$ cat config.mk
export PLATFORM = sky130hd
export DESIGN_NAME = clk_gen
export DESIGN_NICKNAME = d
export VERILOG_FILES = /design/src/rtl/clkgen_pkg.sv /design/src/rtl/clkgen_chan.sv /design/src/rtl/clk_gen.sv
export SDC_FILE = /design/constraint.sdc
export NUM_CORES = 1
export LEC_CHECK = 0
export ABC_AREA = 1
export CORE_UTILIZATION = 56
export DETAILED_ROUTE_END_ITERATION = 12
export PLACE_DENSITY = 0.75
export RECOVER_POWER = 50
export SLEW_MARGIN = 20
export SYNTH_ARGS = -nofsm -noshare
export SYNTH_HDL_FRONTEND = slang
export SYNTH_SLANG_ARGS = --single-unit
$ cat constraint.sdc
create_clock -name clk_board -period 2.9 [get_ports clk_board]
set_input_delay 0.29 -clock clk_board [delete_from_list [all_inputs] [get_ports clk_board]]
set_output_delay 0.29 -clock clk_board [all_outputs]
set_load 0.05 [all_outputs]
$ cat src/rtl/clkgen_pkg.sv
// Shared types and default divisor constants for the clk_gen clock divider.
package clkgen_pkg;

  typedef enum logic [1:0] {
    RUN   = 2'd0,
    DRAIN = 2'd1,
    HALT  = 2'd2,
    STEP  = 2'd3
  } step_state_t;

  localparam int          CNT_W_DEFAULT   = 32;
  localparam logic [31:0] CPU_DIV_DEFAULT = 32'd4999999;
  localparam logic [31:0] LED_DIV_DEFAULT = 32'd49999;

endpackage

$ cat src/rtl/clkgen_chan.sv
// One divider channel: counter, active/pending terminal count, toggle and tick pulses.
// Outputs are registered; freeze holds the counter, clr forces it to zero.
module clkgen_chan
  import clkgen_pkg::*;
#(
  parameter int               CNT_W   = CNT_W_DEFAULT,
  parameter logic [CNT_W-1:0] TC_INIT = '0
) (
  input  logic             clk,
  input  logic             rst_n,
  input  logic             en,
  input  logic             freeze,
  input  logic             clr,
  input  logic             wr,
  input  logic [CNT_W-1:0] wr_val,
  output logic             at_tc,
  output logic             clk_out,
  output logic             tick,
  output logic             rise
);

  logic [CNT_W-1:0] cnt;
  logic [CNT_W-1:0] tc;
  logic [CNT_W-1:0] tc_pend;
  logic             active;
  logic             wrap;

  // >= rather than == so a shrunken tc still wraps instead of running to overflow
  assign at_tc  = (cnt >= tc);
  assign active = en && !freeze;
  assign wrap   = active && at_tc;

  always_ff @(posedge clk or negedge rst_n) begin
    if (!rst_n) begin
      cnt     <= '0;
      tc      <= TC_INIT;
      tc_pend <= TC_INIT;
      clk_out <= 1'b0;
      tick    <= 1'b0;
      rise    <= 1'b0;
    end else begin
      tick <= wrap;
      rise <= wrap && !clk_out;
      if (wr) begin
        tc_pend <= wr_val;
      end
      if (wrap) begin
        tc      <= wr ? wr_val : tc_pend;
        clk_out <= !clk_out;
      end
      if (clr || wrap) begin
        cnt <= '0;
      end else if (active) begin
        cnt <= cnt + CNT_W'(1);
      end
    end
  end

endmodule

$ cat src/rtl/clk_gen.sv
// Multi-channel clock divider / tick generator; all outputs registered on clk_board.
// Channel 0 freeze/single-step FSM is built only when CLKGEN_STEP_EN is defined.
module clk_gen
  import clkgen_pkg::*;
#(
  parameter int                      NUM_CH   = 2,
  parameter int                      CNT_W    = CNT_W_DEFAULT,
  parameter logic [NUM_CH*CNT_W-1:0] DIV_INIT = {LED_DIV_DEFAULT, CPU_DIV_DEFAULT},
  localparam int                     SEL_W    = (NUM_CH > 1) ? $clog2(NUM_CH) : 1
) (
  input  logic              clk_board,
  input  logic              rst_n,
  input  logic              div_wr,
  input  logic [SEL_W-1:0]  div_sel,
  input  logic [CNT_W-1:0]  div_val,
  input  logic [NUM_CH-1:0] ch_en,
  input  logic              step_mode,
  input  logic              step_req,
  output logic [NUM_CH-1:0] clk_out,
  output logic [NUM_CH-1:0] tick,
  output logic [NUM_CH-1:0] rise,
  output logic              step_ack,
  output logic              halted
);

  logic [NUM_CH-1:0] at_tc;
  logic [NUM_CH-1:0] freeze;
  logic [NUM_CH-1:0] clr;
  logic              freeze0;
  logic              clr0;
  logic              unused_sig;

  assign unused_sig = ^{at_tc, step_mode, step_req};

  for (genvar i = 0; i < NUM_CH; i++) begin : g_ch
    logic wr_i;

    assign wr_i      = div_wr && (int'(div_sel) == i);
    assign freeze[i] = (i == 0) ? freeze0 : 1'b0;
    assign clr[i]    = (i == 0) ? clr0 : 1'b0;

    clkgen_chan #(
      .CNT_W   (CNT_W),
      .TC_INIT (DIV_INIT[i*CNT_W +: CNT_W])
    ) u_chan (
      .clk     (clk_board),
      .rst_n   (rst_n),
      .en      (ch_en[i]),
      .freeze  (freeze[i]),
      .clr     (clr[i]),
      .wr      (wr_i),
      .wr_val  (div_val),
      .at_tc   (at_tc[i]),
      .clk_out (clk_out[i]),
      .tick    (tick[i]),
      .rise    (rise[i])
    );
  end

`ifdef CLKGEN_STEP_EN
  step_state_t state;
  step_state_t state_nxt;
  logic        ack_nxt;

  always_ff @(posedge clk_board or negedge rst_n) begin
    if (!rst_n) begin
      state    <= RUN;
      step_ack <= 1'b0;
      halted   <= 1'b0;
    end else begin
      state    <= state_nxt;
      step_ack <= ack_nxt;
      halted   <= (state_nxt == HALT);
    end
  end

  always_comb begin
    state_nxt = state;
    freeze0   = 1'b0;
    clr0      = 1'b0;
    ack_nxt   = 1'b0;
    case (state)
      RUN: begin
        if (ch_en[0] && step_mode) state_nxt = DRAIN;
      end
      DRAIN: begin
        // Already low: park immediately, discarding the partial count.
        if (!clk_out[0]) begin
          freeze0 = 1'b1;
          if (ch_en[0]) begin
            clr0      = 1'b1;
            state_nxt = HALT;
          end
        end else if (ch_en[0] && at_tc[0]) begin
          state_nxt = HALT;
        end
      end
      HALT: begin
        freeze0 = 1'b1;
        if (ch_en[0]) begin
          if (!step_mode)    state_nxt = RUN;
          else if (step_req) state_nxt = STEP;
        end
      end
      STEP: begin
        // Falling toggle ends the step.
        if (ch_en[0] && clk_out[0] && at_tc[0]) begin
          state_nxt = step_mode ? HALT : RUN;
          ack_nxt   = step_mode;
        end
      end
      default: state_nxt = RUN;
    endcase
  end
`else
  assign freeze0  = 1'b0;
  assign clr0     = 1'b0;
  assign step_ack = 1'b0;
  assign halted   = 1'b0;
`endif

endmodule

==> Implementation_results.wiki, run 1 <==
{| class="wikitable"
! Metric !! Value
|-
| Number of placement rows || 50
|-
| DIE AREA || 19700 um^2
|-
| Worst supply voltage drop on vdd || 0.000485 V
|-
| Chain of cells forming the critical path || inv_1 > ha_1 > a21oi_1 > o21ai_1 > nand2_1 > nand2_1 > a21oi_4 > nand2_8 > nand2_8 > buf_4 > nand2_1 > nand2_1
|-
| NumNets Final || roughly 1500
|-
| Overflow left after global routing || 0
|-
| Power density normalized to cell area || about 740 nW/um^2
|-
| Horiz. Die Dim || 140 um
|-
| Via count of the routed design || about 8300
|-
| Per-instance average area after synthesis || 8.09 um^2
|-
| Pin slew with the least headroom to its limit || 2120 ps
|-
| Number of buffers and inverters on the critical path || 2
|-
| Diodes inserted || 0
|-
| Total area of multi-input combinational cells || 4810 um^2
|-
| Wire length of the first global-routing pass || around 38000 um
|-
| Hold-fix buffer count after cts || 1
|-
| Proportion of power drawn by the clock network || 26.8%
|-
| Worst clock skew on the final layout || about 10 ps
|-
| Number of cells upsized or downsized after cts || 0
|-
| Starting density of the core || ~57%
|-
| Cell at the root of the clock tree || clkbuf_16
|-
| Count of antenna-violating nets left after detailed routing || 0
|-
| Dominant cell type by area after synthesis || dfrtp_1
|-
| Number of storage elements in the synthesis netlist || a little under 200
|-
| Storage element area || roughly 5000 um^2
|-
| Cell class contributing the biggest share of worst-path delay || simple AND/OR/NAND/NOR gates
|-
| Reg-to-reg setup timing slack || between 400 and 500 ps
|-
| Maximum clock rate || 0.416 GHz
|-
| Number of warnings issued by yosys || 0
|-
| Seq pwr share || between 40% and 50%
|-
| Ports || 48
|-
| Static power due to leakage || 0.00590 uW
|-
| Sw Ratio || about 35%
|-
| Top cell types by occurrence after synthesis || nand2_1, inv_1, dfrtp_1
|-
| Layout Utilization || 63.6%
|-
| Crit Path Category || register to register
|-
| Final setup fails || 0
|-
| Initial antenna violation count || 0
|-
| Global router's overall resource usage || 24.4%
|-
| Synth async-reset ratio || 100%
|-
| Filler cells || about 1600
|-
| Most common cell in the netlist || nand2_1
|-
| Clk slew on worst S/H paths || about 70 ps
|-
| CTS H-tree depth || 4
|-
| Half-perimeter wire length after placement || around 16000 um
|-
| Final Wtd Congestion || between 0.9 and 1
|-
| Critical Path Fanout Max || 34
|-
| Detailed-route vias per instance || 5.19
|-
| Element type at the critical path start || register
|-
| Cells after Synth || 1323
|-
| EDFF count, synth || 0
|-
| Total count of max-transition violations in the final report || between 90 and 100
|-
| Number of buffers on the longest clock path || 2
|-
| Port bufs || 43
|-
| Wire length per cell after detailed routing || roughly 14 um
|-
| Total clock sinks || 198
|-
| Area of the core || 18700 um^2
|-
| Total DRC errors in the routed layout || 0
|-
| Total Wirelength || roughly 22000 um
|-
| Area share of the leading cell type in the synthesized netlist || a little over a third
|-
| Synthesized area || between 10000 and 15000 um^2
|-
| Cell seen most often among critical-path stages || nand2_1
|-
| Critical Path Slowest Stage Cell || dfstp_2
|-
| Max cap viols || 1
|-
| Max_slew headroom || -41.3%
|-
| Top_reg_cell synth || dfrtp_1
|-
| Pin count of the biggest net entering global routing || between 90 and 100
|-
| Vias in the first global route || 8048
|-
| Worst EP required || around 3300 ps
|-
| Final critical path time including I/O delays and setup || about 2400 ps
|-
| TNS Setup || 0 ps
|-
| Power share of the combinational group || around 28%
|-
| Switching component of the power || 3060 uW
|-
| Slowest Stage Delay on Critical Path || about 530 ps
|-
| CTS tree || done
|-
| Setup repair after global routing missed its margin || false
|-
| Fraction of the cycle the final worst path needs || 82.9%
|-
| Critical Path AT || 2780 ps
|-
| Share of cells above drive strength 1 || under 10%
|-
| First-pass iteration count of the detailed router || 5
|-
| Proportion of synthesized chip area in sequential cells || 46.8%
|-
| Final hold violations || 0
|-
| Area added between synthesis and finish || 11.1%
|-
| Setup bufs post-CTS || 0
|-
| Worst hold path class || input port to register
|-
| Clock network latency to the later pin of the worst-skew pair || 430 ps
|-
| Ranking of synthesized cells by area || dfrtp_1, nand2_1, dfstp_2
|-
| Critical Path Sink Type || register
|-
| Distinct cells, synth || 39
|-
| Die span in y || approximately 140 um
|-
| Number of violations reported at the end of detailed-routing iteration 0 || 495
|-
| Number of buffers inserted during clock tree synthesis || 17
|-
| Outcome || finished with violations
|-
| Failing checks || capacitance limit, slew limit
|-
| Internal || 5780 uW
|}
-- worst min-delay path, stage by stage --
cell     delay, ps
buf_2          160
nand3_1        110
nand2_1         50
-- per-stage QoR --
step | instance area, um^2 | power (uW) | instances | setup WS [ps] | hold WS (ps)
after floorplan | 10700 | 5840 | 1324 | 912 | -5.59
after global placement | 11300 | 6370 | 1566 | 549 | 417
after detailed placement | 11300 | 6500 | 1566 | 520 | 415
after CTS | 11900 | 8890 | 1599 | 489 | 213
after global routing | 11900 | 9500 | 1599 | 193 | 236
final | 11900 | 8840 | 1599 | 495 | 222
-- cells in the final DEF, fill, tap and decap left out, types with 28 or more instances in the layout --
cell type / n
nand2_1: 393
inv_1: 164
dfrtp_1: 154
nor2_1: 120
nand3_1: 94
o21ai_0: 72
ha_1: 66
dfstp_2: 44
clkdlybuf4s50_1: 40
xor2_1: 30
a21oi_1: 28
-- path summary, 6_finish.rpt --
path,depth (start not counted),to,from
worst max-delay path,12,g_ch[0].u_chan.tc[18]$_DFFE_PN1P_,g_ch[0].u_chan.tc[19]$_DFFE_PN1P_
worst min-delay path,3,g_ch[0].u_chan.tc[17]$_DFFE_PN0P_,ch_en[0]
worst max register to register,12,g_ch[0].u_chan.tc[18]$_DFFE_PN1P_,g_ch[0].u_chan.tc[19]$_DFFE_PN1P_
worst min register to register,2,g_ch[1].u_chan.tc[15]$_DFFE_PN1P_,g_ch[1].u_chan.tc[15]$_DFFE_PN1P_
max in group asynchronous,3,g_ch[1].u_chan.cnt[16]$_DFFE_PN0P_,rst_n
min in group asynchronous,2,g_ch[0].u_chan.tc[21]$_DFFE_PN0P_,rst_n
-- cell type report --
class | count | area share, %
clock buffers | 24 | 4.51
clock inverters | 8 | 0.463
inverters | 166 | 5.26
multi-input cells | 912 | 40.5
flip-flops and latches | 198 | 42.1
well taps | 234 | 2.46
repair buffers | 57 | 4.73
-- kinds of logic after synthesis --
| family | count (synthesis) | synth area share (%) |
|---|---|---|
| AO/OA/AOI/OAI | 114 | 5.67 |
| XOR/XNOR | 41 | 3.35 |
| adder cells (fa/ha/maj) | 66 | 7.71 |
| buffers and inverters | 214 | 8.30 |
| flip-flops | 198 | 46.8 |
| multiplexers | 1 | 0.0935 |
| other | 1 | 0.0350 |
| AND/OR/NAND/NOR | 688 | 28.0 |
-- per-layer routing --
layer  track usage [%]  wire, um  vias up
met5                 0         0        -
li1                  -         -     4206
met3              3.66       830       24
met1              34.4     10800     3919
met2              39.3     10400      152
met4              6.65       292        0
-- power by group through the flow --
stage	Clock, uW	Sequential, uW	Combinational [uW]
2_1_floorplan	0	3860	1970
3_3_place_gp	0	3980	2400
3_5_place_dp	0	4000	2500
4_1_cts	2390	3960	2540
5_1_grt	2510	4040	2950
6_report	2370	3960	2510
-- registers in the layout (all words and copies together) (netlist names) --
name,cells
g_ch.u_chan.cnt,64
g_ch.u_chan.tc,64
g_ch.u_chan.clk_out,2
g_ch.u_chan.tc_pend,64
g_ch.u_chan.tick,2
g_ch.u_chan.rise,2
(Power assumes the default switching activity.)
==> inputs of run 2 (changes only) <==
clock period = 2.5 ns   (was 2.9 ns; I/O delays follow)
==> run 2 against run 1 <==
Net effect:
- the flow now finishes without violations
- clock skew is 2.6 ps lower
- fmax is 3.6% higher
- clock-buffer cell count is 2 lower
- power is 18% higher
==> Implementation_results.wiki, run 2 (synthesis gave the netlist of run 1 again) <==
{| class="wikitable"
! Metric !! Value
|-
| Crit Path Category || register to register
|-
| Final critical path time including I/O delays and setup || 2320 ps (-82.9 ps)
|-
| RR Endpoint || g_ch[1].u_chan.tc[20]$_DFFE_PN0P_
|-
| Maximum clock rate || 0.431 GHz (+3.6%)
|-
| Critical Path AT || 2690 ps (-90 ps)
|-
| Worst hold path class || input port to register
|-
| Worst supply voltage drop on vdd || 0.000602 V (+24%)
|-
| Final Wtd Congestion || 0.885 (-2.0%)
|-
| Worst EP required || 2870 ps (-400 ps)
|-
| Cell at the root of the clock tree || clkbuf_16
|-
| Clock network latency to the later pin of the worst-skew pair || 440 ps (about the same)
|-
| Number of cells upsized or downsized after cts || 0 (unchanged)
|-
| DIE AREA || 19700 um^2 (unchanged)
|-
| Number of placement rows || 50 (unchanged)
|-
| Share of cells above drive strength 1 || 10.5% (+0.61 points)
|-
| Max_slew headroom || 8.08% (+49 points)
|-
| Final hold violations || 0 (unchanged)
|-
| Number of violations reported at the end of detailed-routing iteration 0 || 521 (+5.3%)
|-
| CP startpoint || g_ch[1].u_chan.tc[15]$_DFFE_PN1P_
|-
| Pin slew with the least headroom to its limit || 1380 ps (-741 ps)
|-
| Final setup fails || 0 (unchanged)
|-
| Clk slew on worst S/H paths || 70 ps (about the same)
|-
| Leading cell type in the layout, fill and taps excluded || nand2_1
|-
| Fraction of the cycle the final worst path needs || 92.9% (+10 points)
|-
| Port bufs || 43 (unchanged)
|-
| Overflow left after global routing || 0 (unchanged)
|-
| Total Wirelength || 22700 um (+2.0%)
|-
| Worst clock skew on the final layout || 7.72 ps (-2.59 ps)
|-
| Capture point of the worst path || g_ch[1].u_chan.tc[20]$_DFFE_PN0P_
|-
| Vias in the first global route || 8133 (+1.1%)
|-
| Storage element area || 5010 um^2 (unchanged)
|-
| Filler cells || 1546 (-3.6%)
|-
| Half-perimeter wire length after placement || 16300 um (+2.4%)
|-
| Count of antenna-violating nets left after detailed routing || 0 (unchanged)
|-
| Number of cells on the worst hold path || 3 (unchanged)
|-
| Global router's overall resource usage || 24.9% (+0.51 points)
|-
| Starting density of the core || 57.2% (unchanged)
|-
| Static power due to leakage || 0.00596 uW (+0.98%)
|-
| Leading registers by flop count || g_ch.u_chan.cnt: 64 flops, g_ch.u_chan.tc: 64 flops, g_ch.u_chan.tc_pend: 64 flops
|-
| CTS H-tree depth || 4 (unchanged)
|-
| Total count of max-transition violations in the final report || 0 (-100%)
|-
| Critical Path Sink Type || register
|-
| Area of the core || 18700 um^2 (unchanged)
|-
| Via count of the routed design || 8351 (+0.60%)
|-
| Critical Path Fanout Max || 33 (-2.9%)
|-
| Setup bufs post-CTS || 0 (unchanged)
|-
| Post-route non-filler standard cell count || 1606 (+0.44%)
|-
| Hold-fix buffer count after cts || 1 (unchanged)
|-
| Initial antenna violation count || 0 (unchanged)
|-
| Setup repair after global routing missed its margin || false
|-
| Commonest non-fill, non-tap cells in the layout || nand2_1, inv_1, dfrtp_1
|-
| Total area of multi-input combinational cells || 4810 um^2 (unchanged)
|-
| Number of placed cells counting well taps || 1573 (+0.45%)
|-
| Ports || 48 (unchanged)
|-
| NumNets Final || 1465 (+0.48%)
|-
| Startpoint of the worst-slack reg-to-reg timing path || g_ch[1].u_chan.tc[15]$_DFFE_PN1P_
|-
| Wire length per cell after detailed routing || 14.1 um (+1.6%)
|-
| CTS tree || done
|-
| First-pass iteration count of the detailed router || 5 (unchanged)
|-
| Final-layout worst hold slack || 224 ps (+1.69 ps)
|-
| Diodes inserted || 0 (unchanged)
|-
| Reg-to-reg setup timing slack || 180 ps (-320 ps)
|-
| Max cap viols || 0 (-1)
|-
| Number of buffers inserted during clock tree synthesis || 17 (unchanged)
|-
| Depth of the worst register-to-register path || 12 (unchanged)
|-
| Pin count of the biggest net entering global routing || 65 (-32%)
|-
| TNS Setup || 0 ps (unchanged)
|-
| Number of buffers on the longest clock path || 2 (unchanged)
|-
| Detailed-route vias per instance || 5.20 (+0.16%)
|-
| Power density normalized to cell area || 866 nW/um^2 (+17%)
|-
| Area added between synthesis and finish || 12.1%
|-
| Horiz. Die Dim || 140 um (unchanged)
|-
| Total DRC errors in the routed layout || 0 (unchanged)
|-
| Element type at the critical path start || register
|-
| Die span in y || 140 um (unchanged)
|-
| Wire length of the first global-routing pass || 39000 um (+1.6%)
|-
| Total clock sinks || 198 (unchanged)
|-
| Outcome || complete, no violations
|}
[run 2: power breakdown]
part | leakage (uW) | switching (uW) | internal (uW) | total (uW)
sequential | 0.00248 | 496 | 4090 | 4580
combinational | 0.00317 | 1830 | 1120 | 2950
clock | 0.000311 | 1220 | 1650 | 2870
[run 2: area by class of cell]
type | count | share of cell area [%]
Tap cell | 234 | 2.44
Timing Repair Buffer | 64 | 5.34
Clock inverter | 10 | 0.949
Inverter | 166 | 5.21
Sequential cell | 198 | 41.7
Clock buffer | 22 | 4.22
Multi-Input combinational cell | 912 | 40.1
[run 2: worst min-delay path by stage]
stage	from	endpoint	slack, ps
after floorplan	rst_n	g_ch[0].u_chan.clk_out$_DFFE_PN0P_	-50
after global placement	rst_n	g_ch[0].u_chan.cnt[19]$_DFFE_PN0P_	230
after detailed placement	rst_n	g_ch[0].u_chan.cnt[19]$_DFFE_PN0P_	230
after CTS	ch_en[0]	g_ch[0].u_chan.tc[17]$_DFFE_PN0P_	210
after global routing	ch_en[0]	g_ch[0].u_chan.tc[17]$_DFFE_PN0P_	220
final	ch_en[0]	g_ch[0].u_chan.tc[17]$_DFFE_PN0P_	220
[run 2: critical path, cell delays in order, from the launching register on]
cell     delay (ps)
dfstp_2         530
inv_1            40
ha_1            290
a21oi_1         160
o21ai_0         100
a21oi_1         150
nand2_1         110
nand2_1         170
nand2_2          80
nand2_2          80
buf_4           340
nand2_1         110
nand2_1          90
[run 2: metrics by stage]
stage	util (%)	cell area, um^2	total power [uW]	worst slack, ps
after CTS	64.3	12000	10500	170
after global routing	64.2	12000	11200	16.8
after floorplan	-	10700	6770	512
final	64.2	12000	10400	178
after detailed placement	60.9	11400	7580	250
after global placement	60.9	11400	7420	260
[run 2: metal layers]
metal	GRT usage (%)	routed length (um)
met5	0	0
met4	5.49	225
met3	4.55	889
met2	41.3	10800
met1	34.1	10700
